===== src/rtl/graph_pkg.sv =====
// Shared graph-generator types: normalized event, raw sensor event, cube and window geometry.
package graph_pkg;

    localparam int GRAPH_SIZE      = 128;
    localparam int GRAPH_BIT_WIDTH = $clog2(GRAPH_SIZE);
    localparam int TIME_WINDOW     = 200000;
    localparam int SENSOR_W        = 34;
    localparam int SENSOR_H        = 34;
    localparam int TS_WIDTH        = 32;

    typedef struct packed {
        logic                       valid;
        logic [GRAPH_BIT_WIDTH-1:0] x;
        logic [GRAPH_BIT_WIDTH-1:0] y;
        logic [GRAPH_BIT_WIDTH-1:0] t;
        logic                       p;
    } event_type;

    typedef struct packed {
        logic [15:0]         x;
        logic [15:0]         y;
        logic [TS_WIDTH-1:0] ts;
        logic                p;
    } raw_event_type;

    typedef enum logic {
        IDLE,
        ACTIVE
    } win_state_t;

endpackage


===== src/rtl/event_normalizer_if.sv =====
// Raw-event input handshake, flush, and normalized-event output bundle of the event normalizer.
interface event_normalizer_if #(
    parameter int TS_WIDTH = 32
);
    import graph_pkg::*;

    logic                in_valid;
    logic                in_ready;
    logic [15:0]         in_x;
    logic [15:0]         in_y;
    logic [TS_WIDTH-1:0] in_ts;
    logic                in_p;
    logic                flush;
    event_type           ev_out;
    logic                ev_out_ready;
    logic                new_window;
    logic [15:0]         drop_cnt;

    modport master (
        output in_valid, in_x, in_y, in_ts, in_p, flush, ev_out_ready,
        input  in_ready, ev_out, new_window, drop_cnt
    );

    modport slave (
        input  in_valid, in_x, in_y, in_ts, in_p, flush, ev_out_ready,
        output in_ready, ev_out, new_window, drop_cnt
    );

endinterface


===== src/rtl/norm_scale.sv =====
// One-axis fixed-point scaler: (din * COEF) >> SHIFT, clamped to MAX_VAL, registered when en is high.
module norm_scale #(
    parameter int              DATA_W  = 16,
    parameter longint unsigned COEF    = 1,
    parameter int              SHIFT   = 16,
    parameter int              OUT_W   = 7,
    parameter int              MAX_VAL = 127
) (
    input  logic              clk,
    input  logic              rst,
    input  logic              en,
    input  logic [DATA_W-1:0] din,
    output logic [OUT_W-1:0]  dout
);

    localparam int COEF_W = $clog2(COEF + 1);
    localparam int PROD_W = DATA_W + COEF_W;

    logic [PROD_W-1:0] prod_p1;
    logic [PROD_W-1:0] scaled_p1;

    function automatic logic [OUT_W-1:0] sat(input logic [PROD_W-1:0] v);
        if (v > PROD_W'(MAX_VAL))
            return OUT_W'(MAX_VAL);
        return v[OUT_W-1:0];
    endfunction

    assign prod_p1   = PROD_W'(din) * PROD_W'(COEF);
    assign scaled_p1 = prod_p1 >> SHIFT;

    // S1 -> S2 boundary: scaled value lands in the output register
    always_ff @(posedge clk) begin
        if (rst)
            dout <= '0;
        else if (en)
            dout <= sat(scaled_p1);
    end

endmodule


===== src/rtl/event_normalizer.sv =====
// Slices raw DVS events into time windows and scales x/y/t into the graph cube, two pipeline stages.
module event_normalizer #(
    parameter int SENSOR_W    = graph_pkg::SENSOR_W,
    parameter int SENSOR_H    = graph_pkg::SENSOR_H,
    parameter int TS_WIDTH    = graph_pkg::TS_WIDTH,
    parameter int GRAPH_SIZE  = graph_pkg::GRAPH_SIZE,
    parameter int TIME_WINDOW = graph_pkg::TIME_WINDOW
) (
    input logic               clk,
    input logic               rst,
    event_normalizer_if.slave bus
);
    import graph_pkg::*;

    localparam int              DT_W = $clog2(TIME_WINDOW);
    localparam int              GW   = GRAPH_BIT_WIDTH;
    localparam longint unsigned XMUL = (longint'(GRAPH_SIZE) << 16) / longint'(SENSOR_W);
    localparam longint unsigned YMUL = (longint'(GRAPH_SIZE) << 16) / longint'(SENSOR_H);
    localparam longint unsigned TMUL = (longint'(GRAPH_SIZE) << 24) / longint'(TIME_WINDOW);

    logic                adv_p1, adv_p2;
    logic                accept, in_range, new_win;
    logic [TS_WIDTH-1:0] ts_diff;

    win_state_t          win_state;
    logic                flush_pending;
    logic [TS_WIDTH-1:0] win_start;
    logic [15:0]         drop_cnt;

    logic                vld_p1, nw_p1, p_p1;
    logic [15:0]         x_p1, y_p1;
    logic [DT_W-1:0]     dt_p1;

    logic                vld_p2, nw_p2, p_p2;
    logic [GW-1:0]       x_p2, y_p2, t_p2;

    assign adv_p2       = !vld_p2 || bus.ev_out_ready;
    assign adv_p1       = !vld_p1 || adv_p2;
    assign bus.in_ready = !rst && adv_p1;
    assign accept       = bus.in_valid && bus.in_ready;
    assign in_range     = (bus.in_x < 16'(SENSOR_W)) && (bus.in_y < 16'(SENSOR_H));
    assign ts_diff      = bus.in_ts - win_start;
    // A timestamp behind win_start means the counter wrapped, so it also opens a window
    assign new_win      = (win_state == IDLE) || flush_pending || bus.flush ||
                          (bus.in_ts < win_start) || (ts_diff >= TS_WIDTH'(TIME_WINDOW));

    // Input -> S1 boundary: window FSM, drop counter, S1 valid
    always_ff @(posedge clk) begin
        if (rst) begin
            win_state     <= IDLE;
            flush_pending <= 1'b0;
            vld_p1        <= 1'b0;
            drop_cnt      <= '0;
        end else begin
            if (accept && in_range) begin
                if (new_win) begin
                    win_state     <= ACTIVE;
                    flush_pending <= 1'b0;
                end
            end else if (bus.flush) begin
                flush_pending <= 1'b1;
            end
            if (adv_p1)
                vld_p1 <= accept && in_range;
            if (accept && !in_range && (drop_cnt != 16'hFFFF))
                drop_cnt <= drop_cnt + 16'd1;
        end
    end

    always_ff @(posedge clk) begin
        if (accept && in_range && new_win)
            win_start <= bus.in_ts;
        if (adv_p1) begin
            x_p1  <= bus.in_x;
            y_p1  <= bus.in_y;
            p_p1  <= bus.in_p;
            nw_p1 <= new_win;
            dt_p1 <= new_win ? '0 : ts_diff[DT_W-1:0];
        end
    end

    // S1 -> S2 boundary: output register, with the three scalers below
    always_ff @(posedge clk) begin
        if (rst) begin
            vld_p2 <= 1'b0;
            nw_p2  <= 1'b0;
            p_p2   <= 1'b0;
        end else if (adv_p2) begin
            vld_p2 <= vld_p1;
            nw_p2  <= nw_p1;
            p_p2   <= p_p1;
        end
    end

    norm_scale #(.DATA_W(16), .COEF(XMUL), .SHIFT(16), .OUT_W(GW), .MAX_VAL(GRAPH_SIZE-1)) u_scale_x (
        .clk(clk), .rst(rst), .en(adv_p2), .din(x_p1), .dout(x_p2)
    );

    norm_scale #(.DATA_W(16), .COEF(YMUL), .SHIFT(16), .OUT_W(GW), .MAX_VAL(GRAPH_SIZE-1)) u_scale_y (
        .clk(clk), .rst(rst), .en(adv_p2), .din(y_p1), .dout(y_p2)
    );

    norm_scale #(.DATA_W(DT_W), .COEF(TMUL), .SHIFT(24), .OUT_W(GW), .MAX_VAL(GRAPH_SIZE-1)) u_scale_t (
        .clk(clk), .rst(rst), .en(adv_p2), .din(dt_p1), .dout(t_p2)
    );

    assign bus.ev_out     = '{valid: vld_p2, x: x_p2, y: y_p2, t: t_p2, p: p_p2};
    assign bus.new_window = vld_p2 && nw_p2;
    assign bus.drop_cnt   = drop_cnt;

endmodule


===== src/flat_wrapper.sv =====
// flat-port wrapper written by rule: the top's interface ports become plain ports
module event_normalizer_flat import graph_pkg::*;
#(
    parameter int SENSOR_W    = graph_pkg::SENSOR_W,
    parameter int SENSOR_H    = graph_pkg::SENSOR_H,
    parameter int TS_WIDTH    = graph_pkg::TS_WIDTH,
    parameter int GRAPH_SIZE  = graph_pkg::GRAPH_SIZE,
    parameter int TIME_WINDOW = graph_pkg::TIME_WINDOW
)
  (clk, rst, bus_in_valid, bus_in_x, bus_in_y, bus_in_ts, bus_in_p, bus_flush, bus_ev_out_ready, bus_in_ready, bus_ev_out, bus_new_window, bus_drop_cnt);
  event_normalizer_if #(.TS_WIDTH(TS_WIDTH)) bus_i ();
  input logic clk;
  input logic rst;
  input wire logic [$bits(bus_i.in_valid)-1:0] bus_in_valid;
  input wire logic [$bits(bus_i.in_x)-1:0] bus_in_x;
  input wire logic [$bits(bus_i.in_y)-1:0] bus_in_y;
  input wire logic [$bits(bus_i.in_ts)-1:0] bus_in_ts;
  input wire logic [$bits(bus_i.in_p)-1:0] bus_in_p;
  input wire logic [$bits(bus_i.flush)-1:0] bus_flush;
  input wire logic [$bits(bus_i.ev_out_ready)-1:0] bus_ev_out_ready;
  output wire logic [$bits(bus_i.in_ready)-1:0] bus_in_ready;
  output wire logic [$bits(bus_i.ev_out)-1:0] bus_ev_out;
  output wire logic [$bits(bus_i.new_window)-1:0] bus_new_window;
  output wire logic [$bits(bus_i.drop_cnt)-1:0] bus_drop_cnt;
  assign bus_i.in_valid = bus_in_valid;
  assign bus_i.in_x = bus_in_x;
  assign bus_i.in_y = bus_in_y;
  assign bus_i.in_ts = bus_in_ts;
  assign bus_i.in_p = bus_in_p;
  assign bus_i.flush = bus_flush;
  assign bus_i.ev_out_ready = bus_ev_out_ready;
  assign bus_in_ready = bus_i.in_ready;
  assign bus_ev_out = bus_i.ev_out;
  assign bus_new_window = bus_i.new_window;
  assign bus_drop_cnt = bus_i.drop_cnt;
  event_normalizer #(.SENSOR_W(SENSOR_W), .SENSOR_H(SENSOR_H), .TS_WIDTH(TS_WIDTH), .GRAPH_SIZE(GRAPH_SIZE), .TIME_WINDOW(TIME_WINDOW)) u_core (.clk(clk), .rst(rst), .bus(bus_i));
endmodule

===== config.mk =====
export PLATFORM = sky130hd
export DESIGN_NAME = event_normalizer_flat
export DESIGN_NICKNAME = d
export VERILOG_FILES = /design/src/rtl/graph_pkg.sv /design/src/rtl/event_normalizer_if.sv /design/src/rtl/norm_scale.sv /design/src/rtl/event_normalizer.sv /design/src/flat_wrapper.sv
export SDC_FILE = /design/constraint.sdc
export NUM_CORES = 1
export LEC_CHECK = 0
export CORE_MARGIN = 4
export CORE_UTILIZATION = 60
export DETAILED_ROUTE_END_ITERATION = 8
export GPL_ROUTABILITY_DRIVEN = 1
export MAX_ROUTING_LAYER = met4
export PLACE_DENSITY = 0.8
export SETUP_SLACK_MARGIN = 0.2
export SYNTH_ARGS = -nofsm -noshare
export SYNTH_HDL_FRONTEND = slang
export SYNTH_SLANG_ARGS = --single-unit

===== constraint.sdc =====
create_clock -name clk -period 9.4 [get_ports clk]
set_input_delay 1.41 -clock clk [delete_from_list [all_inputs] [get_ports clk]]
set_output_delay 1.41 -clock clk [all_outputs]
set_load 0.005 [all_outputs]

==> results of run 1 <==
per-layer routing:
metal / routed length, um / vias up
li1: - / 7204
met4: 1220 / 0
met2: 22000 / 411
met1: 20800 / 7449
met5: 0 / -
met3: 2290 / 83
cell type report:
type                            instances  area share, %
Tap cell                              442           2.50
Inverter                              450           7.65
Clock buffer                           19           2.06
Sequential cell                       127           15.3
Clock inverter                         13          0.629
Timing Repair Buffer                  112           5.03
Multi-Input combinational cell       1458           66.8
final timing paths:
kind | to | slack, ns | cells past startpoint
worst min-delay path | u_core.p_p2$_SDFFE_PP0P_ | 0.45 | 2
worst max register to register | u_core.u_scale_x.dout[1]$_SDFFE_PP0P_ | 2.12 | 20
worst max-delay path | u_core.u_scale_x.dout[1]$_SDFFE_PP0P_ | 2.12 | 20
worst min register to register | u_core.p_p2$_SDFFE_PP0P_ | 0.45 | 2
critical path: cells and delay by family (launching register included):
family,cells,cell delay (ns)
adder cells (fa/ha/maj),7,3.66
AO/OA/AOI/OAI,5,1.24
AND/OR/NAND/NOR,3,1.10
flip-flops,1,0.50
multiplexers,1,0.36
buffers and inverters,4,0.23
layout by cell type (no fill, tap or decap), types with 7 or more instances in the layout:
master,instances
sky130_fd_sc_hd__a21oi_1,102
sky130_fd_sc_hd__and2_1,11
sky130_fd_sc_hd__nor4_1,13
sky130_fd_sc_hd__nor3_2,9
sky130_fd_sc_hd__a311oi_1,18
sky130_fd_sc_hd__or3_1,7
sky130_fd_sc_hd__nor2_1,121
sky130_fd_sc_hd__o211ai_1,9
sky130_fd_sc_hd__a31oi_1,11
sky130_fd_sc_hd__a21o_1,27
sky130_fd_sc_hd__o21ai_0,61
sky130_fd_sc_hd__ha_1,410
sky130_fd_sc_hd__inv_1,450
sky130_fd_sc_hd__o2111ai_1,8
sky130_fd_sc_hd__nand4_1,20
sky130_fd_sc_hd__xor2_1,32
sky130_fd_sc_hd__nand2b_1,12
sky130_fd_sc_hd__nand3_1,33
sky130_fd_sc_hd__and3_1,15
sky130_fd_sc_hd__clkdlybuf4s50_1,109
sky130_fd_sc_hd__fa_1,230
sky130_fd_sc_hd__a211oi_1,17
sky130_fd_sc_hd__dfxtp_1,43
sky130_fd_sc_hd__xnor2_1,34
sky130_fd_sc_hd__o21a_1,10
sky130_fd_sc_hd__nand2_1,87
sky130_fd_sc_hd__edfxtp_1,84
sky130_fd_sc_hd__o31a_1,9
sky130_fd_sc_hd__nor3_1,24
sky130_fd_sc_hd__clkbuf_16,18
sky130_fd_sc_hd__o21bai_1,14
sky130_fd_sc_hd__nor2b_1,8
sky130_fd_sc_hd__mux2i_1,10
cell usage after synthesis (all sizes together), types with 9 or more instances:
cell and instances:
a31oi 11, nand3 33, o21ai 63, fa 230
ha 410, edfxtp 84, mux2i 10, nor2 121
and3 15, nor4 15, clkbuf 28, o21a 10
xnor2 35, nand2 88, and2 11, nor3 34
a311oi 18, o21bai 14, nand4 20, inv 450
a211oi 17, o31a 9, nand2b 12, dfxtp 43
o211ai 9, a21oi 104, xor2 32, a21o 28
cells by family (layout without fill, tap and decap cells):
logic type,after synthesis,after routing
adder cells (fa/ha/maj),640,640
AND/OR/NAND/NOR,390,390
multiplexers,14,14
AO/OA/AOI/OAI,347,347
buffers and inverters,485,594
flip-flops,127,127
XOR/XNOR,67,67
flip-flops by register name (all words and copies together), names as in the netlist:
signal	cells
u_core.vld_p2	1
u_core.dt_p1	18
u_core.p_p2	1
u_core.win_start	32
u_core.p_p1	1
u_core.flush_pending	1
u_core.bus.drop_cnt	16
u_core.nw_p1	1
u_core.y_p1	16
u_core.nw_p2	1
u_core.win_state	1
u_core.u_scale_x.dout	7
u_core.u_scale_y.dout	7
u_core.vld_p1	1
u_core.x_p1	16
u_core.u_scale_t.dout	7
report_power, final:
group | internal [mW] | total (mW) | switching, mW
sequential | 0.606 | 0.623 | 0.0172
clock | 0.391 | 0.701 | 0.310
combinational | 1.78 | 4.45 | 2.67
total | 2.77 | 5.77 | 2.99
==> summary.md, run 1 <==
| Metric | Value |
|---|---|
| Setup CP Type | `reg -> reg` |
| Power density cells | `261 nW/um2` |
| Setup violation total in the final timing report | `0` |
| Die Footprint | `36,300 um2` |
| Number of hold buffers added after CTS | `0` |
| Starting density of the core | `61.1%` |
| Synthesized Nets | `2,780` |
| Quantity of gates resized following cts | `0` |
| Post-synth cell types | `82` |
| Area share of xor/xnor cells in the synthesized design | `2.98%` |
| Flip-flop and latch count after synthesis | `127` |
| Post-CTS clock slew at the launch and capture registers of the worst setup and hold paths | `0.06 ns` |
| Antenna violations before repair | `0` |
| Wire length reported by the detailed router | `46.3 mm` |
| Wire length of the first global-routing pass | `78.3 mm` |
| Source of the worst register-to-register timing path | `u_core.x_p1[13]$_DFFE_PN_` |
| Vias in the first global route | `15,936` |
| Minimum setup slack after placement | `2.37 ns` |
| Met3 usage in global routing | `4.08%` |
| Share of the cycle needed by the critical path after routing | `77.5%` |
| Maximum frequency from static timing analysis | `0.137 GHz` |
| DP Area | `21,500 um2` |
| Post-detailed-route wirelength per cell | `17.7 um` |
| Top flip-flop cell by instance count after synthesis | `sky130_fd_sc_hd__edfxtp_1` |
| Area contributors post-synth | `sky130_fd_sc_hd__ha_1, sky130_fd_sc_hd__fa_1, sky130_fd_sc_hd__edfxtp_1, sky130_fd_sc_hd__inv_1, sky130_fd_sc_hd__dfxtp_1` |
| Basic-gate share of the synthesized area counting and, or, nand and nor cells | `9.80%` |
| Placed instance count | `2,589` |
| Layer with the highest usage | `met2` |
| Final Hold Slack | `0.454 ns` |
| Setup repair bufs after CTS | `0` |
| Width of the die | `190 um` |
| Final setup TNS | `0 ns` |
| Total gr overflow | `0` |
| Max incr delay on CP | `0.61 ns` |
| Maximum number of buffers from clock root to sink | `2` |
| Count of flip-flops with a built-in enable after synthesis | `84` |
| Max-cap check violation count | `0` |
| Source of the worst hold timing path | `u_core.p_p2$_SDFFE_PP0P_` |
| Number of diodes | `0` |
| Pin count of the biggest net entering global routing | `45` |
| Total of fill cells in the finished design | `2,547` |
| Minimum clock period | `7.28 ns` |
| Critical path's slowest cell | `sky130_fd_sc_hd__fa_1` |
| Share of the synthesized area in the top cell type | `25.7%` |
| Global routing met1 resource utilization | `36.2%` |
| Finished layout cell area | `22,100 um2` |
| Endpoint class of the critical path | `flop` |
| Worst path arrival time | `7.57 ns` |
| Register Area | `3380 um2` |
| Weighted congestion at the end of routability-driven global placement | `0.987` |
| Insertion delay of the later-clocked pin in the worst-skew pair | `0.46 ns` |
| DRT antenna net count | `0` |
| Count of buffers inserted at the top-level ports | `110` |
| Utilization after layout | `67.5%` |
| Final cell count without fillers | `2,621` |
| Worst path cell trace | `fa_1 -> inv_1 -> fa_1 -> fa_1 -> inv_1 -> fa_1 -> fa_1 -> inv_1 -> fa_1 -> inv_1 -> ha_1 -> a21oi_1 -> o21ai_0 -> or2_2 -> nor4_1 -> nor2_1 -> a21oi_1 -> mux2_2 -> a21oi_1 -> a311oi_1` |
| Synthesized-area fraction occupied by ao, oa, aoi and oai cells | `11.5%` |
| Main combinational cell family by area after synthesis | `adder cells` |
| Net count, final | `2,876` |
| Hold Violations, Final | `0` |
| Clock root buffer | `sky130_fd_sc_hd__clkbuf_16` |
| Met2 usage | `44.3%` |
| Biggest fanout along the worst timing path | `7` |
| Peak VDD IR | `0.264 mV` |
| Number of warnings printed during yosys synthesis | `0` |
| Clock tree from TritonCTS | `yes` |
| Area taken by multi-input logic gates | `14,700 um2` |
| CTS H-Tree Depth | `4` |
| Total iterations of the first detailed-routing run | `5` |
| Via density per instance | `5.78` |
| Number of max-slew violations in the final report | `0` |
| Total power draw | `5.77 mW` |
| Detailed Route Iter0 Violations | `1,050` |
| Area of the mapped netlist | `20,000 um2` |
| Cell count after synthesis | `2,070` |
| Worst setup path startpoint | `u_core.x_p1[13]$_DFFE_PN_` |
| Post-route DRC | `0` |
| Slew of the pin with the lowest slew margin | `1.11 ns` |
| Endpoint required time on the critical path | `9.69 ns` |
| Worst Hold Class | `reg -> reg` |
| Multiplexer share of the synthesized area | `0.745%` |
| Fraction of layout instances using a drive strength above 1 | `3.17%` |
| Kind of start point of the critical path | `flop` |
| Result of the run | `complete, no violations` |
| Area leader, netlist | `sky130_fd_sc_hd__ha_1` |
| Mean cell area of the mapped netlist | `9.65 um2` |
| Rows | `66` |
| Share of flip-flops with an asynchronous set or reset after synthesis | `0%` |
| CTS Sinks | `127` |
| Share of synthesized cell area in full adder, half adder and majority cells | `48.7%` |
| Final WS setup | `2.12 ns` |
| Via count | `15,147` |
| Inserted Clock Buffers | `17` |
| Setup repair after global routing missed its margin | `false` |
| Sequential-to-total area share from yosys stat | `16.9%` |
| Die Height | `190 um` |
| Global-route usage over all layers | `27.4%` |
| Headroom to the max-slew limit | `26.0%` |
| Leakage component of the power | `11.3 nW` |
| Placed wire-length estimate after detailed placement | `38.3 mm` |
| Core region area | `32,700 um2` |
| I/O pin cnt | `111` |
| Clk_skew | `0.0149 ns` |
| Layout Area Growth over Synthesis | `10.5%` |
| Top cell by count, worst path | `sky130_fd_sc_hd__fa_1` |
Power figures use the tool's default switching activity.
==> run 2: changes to the inputs <==
--- a/config.mk
+++ b/config.mk
@@ -6,7 +6,7 @@
 export NUM_CORES = 1
 export LEC_CHECK = 0
 export CORE_MARGIN = 4
-export CORE_UTILIZATION = 60
+export CORE_UTILIZATION = 57
 export DETAILED_ROUTE_END_ITERATION = 8
 export GPL_ROUTABILITY_DRIVEN = 1
 export MAX_ROUTING_LAYER = met4
==> constraint.sdc (replaced) <==
create_clock -name clk -period 6.5 [get_ports clk]
set_input_delay 0.975 -clock clk [delete_from_list [all_inputs] [get_ports clk]]
set_output_delay 0.975 -clock clk [all_outputs]
set_load 0.005 [all_outputs]
==> run 2 against run 1 <==
Net effect:
- sequential share of layout area is 0.53 points lower
- fmax is 19% higher
- register-to-register slack worse by 1.7 ns
- critical path depth is 2 lower
- final cell count is 3.0% higher
- setup slack worse by 1.7 ns
- combinational power is 64% higher
- critical endpoint is now u_core.u_scale_y.dout[0]$_SDFFE_PP0P_
- largest cell class unchanged
==> summary.md, run 2 (synthesis results as in run 1) <==
| Metric | Value |
|---|---|
| Result of the run | `complete, no violations` |
| Setup violation total in the final timing report | `0` |
| Reg2reg setup slack | `0.37 ns` |
| Detailed-route wire length on metal 1 | `21.3 mm` |
| Vias in the first global route | `15,839` |
| Hold Violations, Final | `0` |
| Largest registers | `u_core.win_start: 32 flops, u_core.dt_p1: 18 flops` |
| Fraction of layout instances using a drive strength above 1 | `8.11%` |
| Switching part of the total | `51.2%` |
| Inserted Clock Buffers | `17` |
| Via density per instance | `5.71` |
| Minimum clock period | `6.13 ns` |
| Largest reg by FF count | `u_core.win_start` |
| Number of max-slew violations in the final report | `0` |
| Leading cell types in the layout, fill and taps excluded | `sky130_fd_sc_hd__inv_1, sky130_fd_sc_hd__ha_1, sky130_fd_sc_hd__fa_1` |
| Final setup TNS | `0 ns` |
| Setup repair after global routing missed its margin | `true` |
| Power density cells | `402 nW/um2` |
| End of the critical path | `u_core.u_scale_y.dout[0]$_SDFFE_PP0P_` |
| Maximum number of buffers from clock root to sink | `2` |
| Sequential share of power | `9.7%` |
| Wire length reported by the detailed router | `48.7 mm` |
| Worst setup path startpoint | `u_core.y_p1[5]$_DFFE_PN_` |
| Leakage component of the power | `11.7 nW` |
| Post-route DRC | `0` |
| Global-route usage over all layers | `26.4%` |
| Fraction of power consumed by the clock network | `10.8%` |
| Detailed Route Iter0 Violations | `1,050` |
| Slew of the pin with the lowest slew margin | `1.13 ns` |
| Area taken by multi-input logic gates | `15,000 um2` |
| Clk_skew | `0.0206 ns` |
| Worst path cell trace | `fa_1 -> inv_1 -> fa_1 -> inv_1 -> ha_1 -> fa_1 -> fa_1 -> fa_1 -> ha_2 -> o21ai_1 -> o21bai_1 -> a311oi_2 -> o41ai_4 -> a41o_1 -> a21oi_2 -> xnor2_1 -> or3_4 -> o31a_1` |
| Endpoint of the worst-slack reg-to-reg timing path | `u_core.u_scale_y.dout[0]$_SDFFE_PP0P_` |
| Maximum frequency from static timing analysis | `0.163 GHz` |
| Int Pwr | `4.49 mW` |
| Worst path arrival time | `6.47 ns` |
| Max Used Layer | `met4` |
| Post-CTS clock slew at the launch and capture registers of the worst setup and hold paths | `0.06 ns` |
| Via count | `15,421` |
| Net switching component of the power | `4.70 mW` |
| Headroom to the max-slew limit | `24.5%` |
| Max-cap check violation count | `0` |
| Insertion delay of the later-clocked pin in the worst-skew pair | `0.46 ns` |
| Layout Area Growth over Synthesis | `14.5%` |
| Die Footprint | `38,100 um2` |
| Register Area | `3380 um2` |
| Total of fill cells in the finished design | `2,708` |
| Peak VDD IR | `0.766 mV` |
| Total iterations of the first detailed-routing run | `7` |
| Flip-flop count of the largest register after layout | `32` |
| Net count, final | `2,940` |
| Final WS setup | `0.375 ns` |
| Final Hold Slack | `0.457 ns` |
| Setup CP Type | `reg -> reg` |
| Biggest fanout along the worst timing path | `7` |
| Metal2 WL | `23.3 mm` |
| Share of the cycle needed by the critical path after routing | `94.2%` |
| Most common cell after layout, fill and taps aside | `sky130_fd_sc_hd__inv_1` |
| Combinational group share of total power | `79.5%` |
| Endpoint class of the critical path | `flop` |
| Wire length of the first global-routing pass | `79.1 mm` |
| Kind of start point of the critical path | `flop` |
| CTS H-Tree Depth | `4` |
| Worst reg-to-reg path cell count | `18` |
| Minimum setup slack after placement | `-0.186 ns` |
| Max incr delay on CP | `0.60 ns` |
| Total gr overflow | `0` |
| Weighted congestion at the end of routability-driven global placement | `0.936` |
| Die Height | `195 um` |
| Worst Hold Class | `reg -> reg` |
| Count of buffers inserted at the top-level ports | `110` |
| I/O pin cnt | `111` |
| Placed wire-length estimate after detailed placement | `40.2 mm` |
| Clock root buffer | `sky130_fd_sc_hd__clkbuf_16` |
| Starting density of the core | `57.8%` |
| Rows | `68` |
| Width of the die | `195 um` |
| Source of the worst register-to-register timing path | `u_core.y_p1[5]$_DFFE_PN_` |
| Endpoint required time on the critical path | `6.84 ns` |
| DRT antenna net count | `0` |
| Total power draw | `9.19 mW` |
| Critical path's slowest cell | `sky130_fd_sc_hd__fa_1` |
| Post-detailed-route wirelength per cell | `18.1 um` |
| Pin count of the biggest net entering global routing | `53` |
| Core region area | `34,500 um2` |
| Top cell by count, worst path | `sky130_fd_sc_hd__fa_1` |
| Met3 routed WL | `2.64 mm` |
| Clock tree from TritonCTS | `yes` |
| CTS Sinks | `127` |
| Antenna violations before repair | `1` |
[run 2: stage by stage]
stage	area (um2)	util, %	cells
after global placement	21700	62.9	2630
final	22900	66.2	2699
after floorplan	20000	-	2070
after detailed placement	21700	62.9	2630
after global routing	22900	66.2	2699
after CTS	22400	64.9	2673
[run 2: layout make-up]
class	instances	area share, %
diodes	1	0.0109
clock buffers	18	1.88
clock inverters	14	0.635
inverters	450	7.39
multi-input cells	1458	65.8
flip-flops and latches	127	14.8
well taps	455	2.49
repair buffers	176	6.98
[run 2: worst min path at each step]
stage,slack (ns),startpoint,cells past startpoint,end
after global routing,0.49,u_core.p_p2$_SDFFE_PP0P_,2,u_core.p_p2$_SDFFE_PP0P_
after global placement,0.44,u_core.nw_p2$_SDFFE_PP0P_,2,u_core.nw_p2$_SDFFE_PP0P_
after CTS,0.46,u_core.p_p2$_SDFFE_PP0P_,2,u_core.p_p2$_SDFFE_PP0P_
after detailed placement,0.45,u_core.p_p2$_SDFFE_PP0P_,2,u_core.p_p2$_SDFFE_PP0P_
final,0.46,u_core.p_p2$_SDFFE_PP0P_,2,u_core.p_p2$_SDFFE_PP0P_
after floorplan,0.43,u_core.nw_p2$_SDFFE_PP0P_,2,u_core.nw_p2$_SDFFE_PP0P_
[run 2: metal layers]
metal  vias to the layer above  GRT usage [%]
met2                       467           42.1
met5                         -              -
met1                      7530           34.5
met3                       101           4.69
li1                       7323              -
met4                         0           8.38
[run 2: power groups by stage]
stage          Clock [mW]  Sequential, mW  Combinational, mW
6_report            0.993           0.895               7.30
5_1_grt              1.04           0.897               8.15
4_1_cts              1.01           0.896               6.67
3_5_place_dp            0           0.914               6.49
3_3_place_gp            0           0.912               6.32
2_1_floorplan           0           0.912               4.84
[run 2: what timing repair did]
| item | in CTS | in global routing |
|---|---|---|
| setup buffers | 11 | 25 |
| pin swaps | 10 | 43 |
| resized for setup | 8 | 58 |
| setup endpoints to repair | 21 | 21 |
| endpoints found under the hold margin | 0 | 0 |
| hold buffers | 0 | 0 |
[run 2: critical path: cells and delay by family, from the launching register on]
kind	cells	cell delay, ns
xor+xnor	1	0.08
compound gates	7	1.47
flops	1	0.49
simple gates	1	0.43
buf+inv	2	0.14
fa+ha+maj	7	3.40
